File: config.mk
export PLATFORM = sky130hd
export DESIGN_NAME = pixel_group_scheduler
export DESIGN_NICKNAME = d
export VERILOG_FILES = /design/src/rtl/pixel_group_scheduler.sv
export SDC_FILE = /design/constraint.sdc
export NUM_CORES = 1
export LEC_CHECK = 0
export CAP_MARGIN = 0
export CORE_AREA = 2 2 209 211
export CTS_BUF_LIST = sky130_fd_sc_hd__clkbuf_4 sky130_fd_sc_hd__clkbuf_8
export CTS_CLUSTER_SIZE = 8
export DETAILED_ROUTE_END_ITERATION = 7
export DIE_AREA = 0 0 211 213
export GPL_TIMING_DRIVEN = 1
export PLACE_DENSITY_LB_ADDON = 0.12
export REMOVE_ABC_BUFFERS = 1
export SLEW_MARGIN = 5
export SYNTH_ARGS = -nofsm -noshare
export SYNTH_HDL_FRONTEND = slang
export SYNTH_SLANG_ARGS = --single-unit
File: constraint.sdc
create_clock -name clk_i -period 6.8 [get_ports clk_i]
set_input_delay 1.36 -clock clk_i [delete_from_list [all_inputs] [get_ports clk_i]]
set_output_delay 1.36 -clock clk_i [all_outputs]
set_load 0.02 [all_outputs]
File: src/rtl/pixel_group_scheduler.sv
// rtl/pixel_group_scheduler.sv - round-robin group lock and pixel arbiter emitting address events (optional timestamp: EBC_SCHED_TIMESTAMP_EN)
module pixel_group_scheduler #(
    parameter int ROWS      = 16,
    parameter int COLS      = 16,
    parameter int GRP_ROWS  = 4,
    parameter int GRP_COLS  = 4,
    parameter int MAX_BURST = 0,
    parameter int TS_W      = 16,
    localparam int NGR      = ROWS / GRP_ROWS,
    localparam int NGC      = COLS / GRP_COLS,
    localparam int NUM_GRP  = NGR * NGC,
    localparam int X_W      = (COLS > 1) ? $clog2(COLS) : 1,
    localparam int Y_W      = (ROWS > 1) ? $clog2(ROWS) : 1,
    localparam int G_W      = (NUM_GRP > 1) ? $clog2(NUM_GRP) : 1
) (
    input  logic                       clk_i,
    input  logic                       reset_i,
    input  logic [ROWS-1:0][COLS-1:0]  req_i,
    input  logic                       evt_ready_i,
    output logic                       evt_valid_o,
    output logic [X_W-1:0]             x_add_o,
    output logic [Y_W-1:0]             y_add_o,
    output logic [G_W-1:0]             grp_idx_o,
    output logic [ROWS-1:0][COLS-1:0]  gnt_o,
    output logic                       grp_release_o,
    output logic                       active_o
`ifdef EBC_SCHED_TIMESTAMP_EN
    ,
    output logic [TS_W-1:0]            ts_o
`endif
);

    localparam int GPIX = GRP_ROWS * GRP_COLS;
    localparam int P_W  = (GPIX > 1) ? $clog2(GPIX) : 1;
    localparam int B_W  = (MAX_BURST > 0) ? $clog2(MAX_BURST + 1) : 1;

    // Geometry must tile the array exactly; a bad split is refused at elaboration.
    if (ROWS % GRP_ROWS != 0) begin : g_bad_rows
        $error("ROWS must be a multiple of GRP_ROWS");
    end
    if (COLS % GRP_COLS != 0) begin : g_bad_cols
        $error("COLS must be a multiple of GRP_COLS");
    end
    if (TS_W < 1) begin : g_bad_ts
        $error("TS_W must be at least 1");
    end

    typedef enum logic [1:0] {
        S_IDLE,
        S_ARB_PIX,
        S_WAIT_ACK,
        S_RELEASE
    } state_e;

    state_e                     state_q, state_d;
    logic [G_W-1:0]             grp_ptr_q, grp_ptr_d;
    logic [G_W-1:0]             grp_q, grp_d;
    logic [P_W-1:0]             pix_ptr_q, pix_ptr_d;
    logic [P_W-1:0]             pix_cur_q, pix_cur_d;
    logic [B_W-1:0]             burst_q, burst_d;
    logic                       valid_q, valid_d;
    logic [X_W-1:0]             x_q, x_d;
    logic [Y_W-1:0]             y_q, y_d;
    logic [ROWS-1:0][COLS-1:0]  gnt_q, gnt_d;
    logic                       rel_q, rel_d;

    logic [NUM_GRP-1:0]         grp_req;
    logic                       grp_found;
    logic [G_W-1:0]             grp_next;
    int                         row_base;
    int                         col_base;
    logic [GPIX-1:0]            loc_req;
    logic                       pix_found;
    logic [P_W-1:0]             pix_next;
    logic [X_W-1:0]             pix_x;
    logic [Y_W-1:0]             pix_y;
    logic                       burst_ok;

`ifdef EBC_SCHED_TIMESTAMP_EN
    logic [TS_W-1:0]            ts_cnt_q;
    logic [TS_W-1:0]            ts_q, ts_d;
`endif

    // OR-reduce each rectangular tile into one group request bit.
    always_comb begin
        grp_req = '0;
        for (int g = 0; g < NUM_GRP; g++) begin
            for (int r = 0; r < GRP_ROWS; r++) begin
                for (int c = 0; c < GRP_COLS; c++) begin
                    if (req_i[(g / NGC) * GRP_ROWS + r][(g % NGC) * GRP_COLS + c]) begin
                        grp_req[g] = 1'b1;
                    end
                end
            end
        end
    end

    // Round-robin group search starting just after the last released group.
    always_comb begin
        int idx;
        grp_found = 1'b0;
        grp_next  = '0;
        idx       = 0;
        for (int i = 1; i <= NUM_GRP; i++) begin
            idx = (int'(grp_ptr_q) + i) % NUM_GRP;
            if (!grp_found && grp_req[G_W'(idx)]) begin
                grp_found = 1'b1;
                grp_next  = G_W'(idx);
            end
        end
    end

    // Origin of the locked tile in absolute array coordinates.
    always_comb begin
        row_base = (int'(grp_q) / NGC) * GRP_ROWS;
        col_base = (int'(grp_q) % NGC) * GRP_COLS;
    end

    // Requests of the locked tile, minus the pixel whose grant is on the wire right now
    // (it still shows its request this cycle because it only reacts to the grant).
    always_comb begin
        int r;
        int c;
        loc_req = '0;
        r       = 0;
        c       = 0;
        for (int l = 0; l < GPIX; l++) begin
            r = row_base + l / GRP_COLS;
            c = col_base + l % GRP_COLS;
            loc_req[l] = req_i[Y_W'(r)][X_W'(c)] & ~gnt_q[Y_W'(r)][X_W'(c)];
        end
    end

    // Round-robin pixel search inside the tile, starting after the last served pixel.
    always_comb begin
        int idx;
        pix_found = 1'b0;
        pix_next  = '0;
        idx       = 0;
        for (int i = 1; i <= GPIX; i++) begin
            idx = (int'(pix_ptr_q) + i) % GPIX;
            if (!pix_found && loc_req[P_W'(idx)]) begin
                pix_found = 1'b1;
                pix_next  = P_W'(idx);
            end
        end
        pix_y    = Y_W'(row_base + int'(pix_next) / GRP_COLS);
        pix_x    = X_W'(col_base + int'(pix_next) % GRP_COLS);
        burst_ok = (MAX_BURST == 0) || (int'(burst_q) < MAX_BURST);
    end

    // Scheduler next-state and registered-output logic.
    always_comb begin
        state_d   = state_q;
        grp_ptr_d = grp_ptr_q;
        grp_d     = grp_q;
        pix_ptr_d = pix_ptr_q;
        pix_cur_d = pix_cur_q;
        burst_d   = burst_q;
        valid_d   = valid_q;
        x_d       = x_q;
        y_d       = y_q;
        gnt_d     = '0;
        rel_d     = 1'b0;
`ifdef EBC_SCHED_TIMESTAMP_EN
        ts_d      = ts_q;
`endif
        case (state_q)
            S_IDLE: begin
                if (grp_found) begin
                    grp_d   = grp_next;
                    burst_d = '0;
                    state_d = S_ARB_PIX;
                end
            end
            S_ARB_PIX: begin
                if (pix_found && burst_ok) begin
                    x_d       = pix_x;
                    y_d       = pix_y;
                    pix_cur_d = pix_next;
                    valid_d   = 1'b1;
`ifdef EBC_SCHED_TIMESTAMP_EN
                    ts_d      = ts_cnt_q;
`endif
                    state_d   = S_WAIT_ACK;
                end else begin
                    rel_d   = 1'b1;
                    state_d = S_RELEASE;
                end
            end
            S_WAIT_ACK: begin
                // Event is committed; only the downstream handshake moves us on.
                if (evt_ready_i) begin
                    valid_d          = 1'b0;
                    gnt_d[y_q][x_q]  = 1'b1;
                    pix_ptr_d        = pix_cur_q;
                    burst_d          = burst_q + 1'b1;
                    state_d          = S_ARB_PIX;
                end
            end
            S_RELEASE: begin
                grp_ptr_d = grp_q;
                state_d   = S_IDLE;
            end
            default: begin
                state_d = S_IDLE;
            end
        endcase
    end

    // State and output registers; reset cancels any pending event or grant.
    always_ff @(posedge clk_i or negedge reset_i) begin
        if (!reset_i) begin
            state_q   <= S_IDLE;
            grp_ptr_q <= G_W'(NUM_GRP - 1);
            grp_q     <= '0;
            pix_ptr_q <= P_W'(GPIX - 1);
            pix_cur_q <= '0;
            burst_q   <= '0;
            valid_q   <= 1'b0;
            x_q       <= '0;
            y_q       <= '0;
            gnt_q     <= '0;
            rel_q     <= 1'b0;
        end else begin
            state_q   <= state_d;
            grp_ptr_q <= grp_ptr_d;
            grp_q     <= grp_d;
            pix_ptr_q <= pix_ptr_d;
            pix_cur_q <= pix_cur_d;
            burst_q   <= burst_d;
            valid_q   <= valid_d;
            x_q       <= x_d;
            y_q       <= y_d;
            gnt_q     <= gnt_d;
            rel_q     <= rel_d;
        end
    end

`ifdef EBC_SCHED_TIMESTAMP_EN
    // Free-running timestamp counter and the per-event latched copy.
    always_ff @(posedge clk_i or negedge reset_i) begin
        if (!reset_i) begin
            ts_cnt_q <= '0;
            ts_q     <= '0;
        end else begin
            ts_cnt_q <= ts_cnt_q + 1'b1;
            ts_q     <= ts_d;
        end
    end

    assign ts_o = ts_q;
`endif

    assign evt_valid_o   = valid_q;
    assign x_add_o       = x_q;
    assign y_add_o       = y_q;
    assign grp_idx_o     = grp_q;
    assign gnt_o         = gnt_q;
    assign grp_release_o = rel_q;
    assign active_o      = (state_q != S_IDLE);

endmodule

# Word-level counts from Yosys, hierarchy flattened
# Index checks and enable logic that the tools add are counted.
# Widths: inputs -> output; s select.
# totals
in_bits	259
ram_bits	0
romBits	0
n_memories	0
reg_bits	284
latch_bits	0
wordCells	768
out_inout_bits	271
# classes
n_eq_ne	6
shifts	0
div_mod_pow	0
add_sub_neg	40
order_cmp	44
n_reduce_logical	70
multipliers	0
bitwise	32
muxes	551
# ops
operator	count
$mux 256	2
$mux 1	422
$bmux 16 s4	6
$mux 16	17
$lt 4x6->1 const B	40
$bmux 1 s4	56
$mux 4	32
$add 4x4->4 const B	16
$bmux 16 s2	2
$demux 16 s4	1
$add 4x2->4 const B	8
$add 4x3->4 const B	8
$logic_and 1x1->1	32
$logic_not 1->1	30
$add 4x1->4 const B	6
$and 1x1->1	16
$bmux 1 s2	8
$not 1->1	16
$lt 4x5->1 const B	2
$add 4x2->4	2
$ge 4x1->1 const B	2
$pmux 2 s4	1
$reduce_and 2->1	4
$ne 2x2->1 const B	3
8 further kinds	11

# Logic depth before layout (Yosys ltp)
# logic_depth
word_depth	67
ltp_mapped	20
mapped_depth_nobuf	15

# Worst setup path before layout
# No wires, ideal clock.
# synth_path
path_type	reg2reg
from	register grp_ptr_q[1]
to	register grp_q[0] (netlist: grp_idx_o[0])
slack_ns	1.862
setup_time_ns	0.125
path_buffers	3
arrival_time_ns	4.814
required_ns	6.675
path_stages_with_launch	15
period_less_slack_ns	4.938
path_cell_list	dfstp_2 -> buf_2 -> clkinv_1 -> ha_1 -> buf_1 -> mux4_2 -> mux4_2 -> nor4_1 -> and4b_1 -> clkbuf_1 -> nand3b_1 -> nand2b_1 -> nor3_1 -> nor2_1 -> mux2_2
# synth_via
elab_chain_len	51
word_cells_on_any_way	127
classes_between	add/sub (16); mux (80); reduce/logical (31)
# synth_lines
item	line	rtl
start: declaration	56	logic [G_W-1:0] grp_ptr_q, grp_ptr_d;
start signal: assignment	215	grp_ptr_q <= G_W'(NUM_GRP - 1);
start signal: assignment	227	grp_ptr_q <= grp_ptr_d;
$add 4x1->4	105	idx = (int'(grp_ptr_q) + i) % NUM_GRP;
$bmux 1 s4	106	if (!grp_found && grp_req[G_W'(idx)]) begin
$mux 1 (not written as such) (2 in a row)	106	
$mux 1	106	
$logic_not 1->1	106	
$logic_and 1x1->1	106	
$mux 1	106	
$logic_not 1->1	106	
[34 not listed]	-	
$mux 1	106	
$logic_not 1->1	106	
$logic_and 1x1->1	106	
$mux 1	106	
$logic_not 1->1	106	
$logic_and 1x1->1	106	
$mux 1	106	
$reduce_and 2->1 (no line)	-	
end signal: assignment	228	grp_q <= grp_d;
end: declaration	57	logic [G_W-1:0] grp_q, grp_d;
# Parallel ways exist; a longest one is shown, timed or not. The select of a mux whose other input is x is not followed.
# A chain may end at the register's enable or synchronous reset.

# Final worst setup path
# layout_path
from	register grp_q[3] (netlist: grp_idx_o[3])
to	register pix_cur_q[2]
# layout_via
elab_chain_len	59
word_cells_on_any_way	266
classes_between	add/sub (3); mux (200); bitwise (32); reduce/logical (31)
# layout_lines
item	line	rtl
$add 4x1->4 or $add 4x2->4 (tied branches)	128	r = row_base + l / GRP_COLS;
$bmux 16 s4	130	loc_req[l] = req_i[Y_W'(r)][X_W'(c)] & ~gnt_q[Y_W'(r)][X_W'(c)];
$mux 16 (not written as such) (2 in a row)	130	
$bmux 1 s4 or $bmux 1 s2 (tied branches)	130	
$mux 1 (not written as such) (2 in a row)	130	
$not 1->1	130	
$and 1x1->1	130	
$bmux 1 s4	142	if (!pix_found && loc_req[P_W'(idx)]) begin
[41 not listed]	-	
$mux 1	142	
$logic_not 1->1	142	
$logic_and 1x1->1	142	
$mux 1	142	
$logic_not 1->1	142	
$logic_and 1x1->1	142	
$mux 1	142	
$reduce_and 2->1 (no line)	-	
end signal: assignment	230	pix_cur_q <= pix_cur_d;
end: declaration	59	logic [P_W-1:0] pix_cur_q, pix_cur_d;
# Parallel ways exist; a longest one is shown, timed or not. The select of a mux whose other input is x is not followed.

==> impl_metrics.csv <==
group,metric,value,unit
placed_design,place_area,23240,um^2
global_routing,antenna_found_initial,14,
power,finalPower,11.09,mW
drt,drc,0,
logic_synthesis,post_synth_mux_area_share,0.07550,
cts,cts.repair_timing.setup_buffer_count,0,
logic_synthesis,synth_top_family_by_area,"simple AND/OR/NAND/NOR gates",
drt,final_antenna_net_count,0,
global_routing,grt_pass1_vias,18630,
logic_synthesis,postSynthAreaPerCell,9.194,um^2
power,ir_drop,368.6,uV
floorplan,die_x,211,um
drt,drt_iter0_markers,2094,
sta,fin_setup_tns,0,ps
drt,met3_length,9438,um
sta,tightestPinTransition,1259,ps
cts,cts.clk_slew.worst_paths,60,ps
layout,drive_gt1_frac,0.1188,
logic_synthesis,yosysMostFrequentCell,"nor2_1",
sta,setup_viol,0,
cts,cts_made_buffers,49,
floorplan,fp-row-count,76,
global_routing,grt_start_max_net_pins,181,
sta,maxSlewHeadroom,0.1587,
logic_synthesis,synth_adder_area_share,0.01013,
logic_synthesis,synth_simple_gate_area_frac,0.2933,
sta,rsz0062_at_grt,"false",
cts,cts_max_level,2,
drt,highest_layer,"met5",
cts,cts_tree,"done",
logic_synthesis,ys_warn_count,0,
global_routing,grt-ovfl-total,0,
layout,nets,2687,
cts,cts.sinks,280,
logic_synthesis,yosys_register_bits,280,
layout,areaGrowthSynthToFinish,41.26,%
sta,drv_slew,0,
setup_path,cp_data_required_time,7280,ps
floorplan,coreArea,42700,um^2
drt,wl_per_cell,31.12,um
setup_path,critPathCaptureType,"register",
floorplan,die_area,44940,um^2
drt,wl_met1,37580,um
setup_path,cpMaxStageDelayCell,"dfrtp_4",
sta,period_needed,6022,ps
logic_synthesis,syn_area,17280,um^2
cts,root_buffer,"clkbuf_8",
cts,clk_path_buf_depth,3,
logic_synthesis,async_flop_share,1.000,
drt,routed_wl,93580,um
logic_synthesis,ys_seq_area_frac,0.4060,
logic_synthesis,synth_edf_count,0,
setup_path,worstPathMaxFanout,42,
logic_synthesis,synth-main-ff-cell,"dfrtp_1",
run,max_cap_viol_count,0,
global_routing,grt_usage,0.4080,
cts,clk_latency,620,ps
hold_path,hp-class,"register to register",
setup_path,max_stage_delay,800,ps
floorplan,die_y,213,um
run_status,status,"finished clean",
drt,firstDrtPassIters,6,
layout,fin_util,0.5718,
setup_path,crit_path_frequent_cell,"a221oi_1",
logic_synthesis,synth_compound_area_frac,0.1463,
logic_synthesis,synth_top_cells_by_area,"dfrtp_1 (39%), nor2_1 (7.6%), mux4_2 (5.5%)",
drt,wl_met2,42570,um
layout,nFillCells,3850,
cts,ctsHoldBuffers,0,
sta,fin_crit_sh,0.8856,
logic_synthesis,netlist_top_cells_count,"nor2_1 (351), dfrtp_1 (272), nand2_1 (124), nor4_1 (81), clkbuf_1 (72)",
sta,fin_hold_ws,483.2,ps
layout,finalNonFillerCells,3007,
logic_synthesis,synth_top_area_frac,0.3938,
drt,via_per_inst,6.312,
layout,final_cell_area,24410,um^2
setup_path,crit_arrival,6510,ps
global_routing,grt_pass1_wl,131700,um
cts,cts_resized,0,
power,p_per_area,454.1,nW/um^2
logic_synthesis,yosysUniqueCellTypes,97,
setup_path,startpoint_type,"register",
logic_synthesis,synth_cells,1880,
placed_design,placedCellCount,2909,
hold_path,hold_depth,2,
placed_design,dpl_worst_slack,599.0,ps
power,p_leak,9.523,nW
placed_design,dp_hpwl,72300,um
sta,fin_ws,777.6,ps
drt,num_vias,18980,
sta,max_freq,166.0,MHz
logic_synthesis,yosysTopAreaCell,"dfrtp_1",
floorplan,io_pins,530,
setup_path,rr_worst_depth,15,
sta,finalHoldViolations,0,
floorplan,initial_utilization,0.4048,
sta,finClkSkew,20.23,ps
setup_path,worst-setup-path-type,"register to register",
placed_design,gp_congestion,1.020,
logic_synthesis,synthXorXnorAreaFrac,0.01470,
placed_design,numPortBuffers,529,
setup_path,worstPathCellList,"nand2b_1 > buf_12 > o311ai_0 > buf_4 > o32ai_1 > or2_2 > mux2_2 > a221oi_1 > o2111a_1 > a21oi_1 > and2_1 > o221a_2 > a221oi_1 > nor4_1 > o41a_1",
[flip-flops by register name, indices dropped and copies added (netlist names)]
name and cells:
evt_valid_o 1, gnt_o 256, grp_idx_o 4, grp_ptr_q 4, grp_release_o 1, pix_cur_q 3, pix_ptr_q 4, state_q 2
x_add_o 2, y_add_o 3
[cell type report]
class	count	area [um^2]	share of cell area
Timing Repair Buffer	607	5911	0.2421
Clock inverter	9	135.1	0.005535
Sequential cell	280	7024	0.2877
Clock buffer	78	1011	0.04141
Multi-Input combinational cell	1399	9334	0.3823
Inverter	77	289.0	0.01184
Tap cell	546	683.2	0.02798
Antenna cell	11	27.53	0.001127
[cells by family (layout without fill, tap and decap cells)]
family          Yosys count  after routing
fa+ha+maj                14             14
compound gates          339            339
flops                   280            280
xor+xnor                 29             29
buf+inv                 201            771
other cells               0             11
mux                      76             76
simple gates            941            941
[metal layers]
layer | GRT usage | vias up
li1 | - | 8040
met1 | 0.5457 | 9484
met2 | 0.6309 | 1227
met3 | 0.1031 | 225
met4 | 0.1712 | 4
met5 | 0 | -
[worst max-delay path: cells and delay by family (launching register included)]
| kind | cells | cell delay, ps |
|---|---|---|
| compound gates | 8 | 2890 |
| buf+inv | 2 | 560 |
| flops | 1 | 800 |
| mux | 1 | 300 |
| simple gates | 4 | 1290 |
[power breakdown]
group	switching, mW	total, mW	internal [mW]	leakage, nW
Combinational	4.61	7.22	2.61	5.07
Sequential	0.293	2.06	1.76	3.84
Clock	0.755	1.81	1.06	0.604
Total	5.66	11.1	5.43	9.52
[layout by cell type, fill, tap and decap left out, types with 61 or more instances in the layout]
cell type and count:
buf_4 76, clkbuf_8 68, a21oi_1 66, dfrtp_1 270
o21ai_0 61, nor2_1 351, inv_1 69, nor4_1 81
clkdlybuf4s50_1 528, nand2_1 124
[final timing paths]
check	slack [ps]	start	to
max	780	grp_idx_o[3]	pix_cur_q[2]
min in group asynchronous	790	reset_i	gnt_o[94]
max reg2reg	780	grp_idx_o[3]	pix_cur_q[2]
max in group asynchronous	4390	reset_i	gnt_o[99]
min	480	evt_valid_o	evt_valid_o
min reg2reg	480	evt_valid_o	evt_valid_o
(Power assumes the default switching activity.)
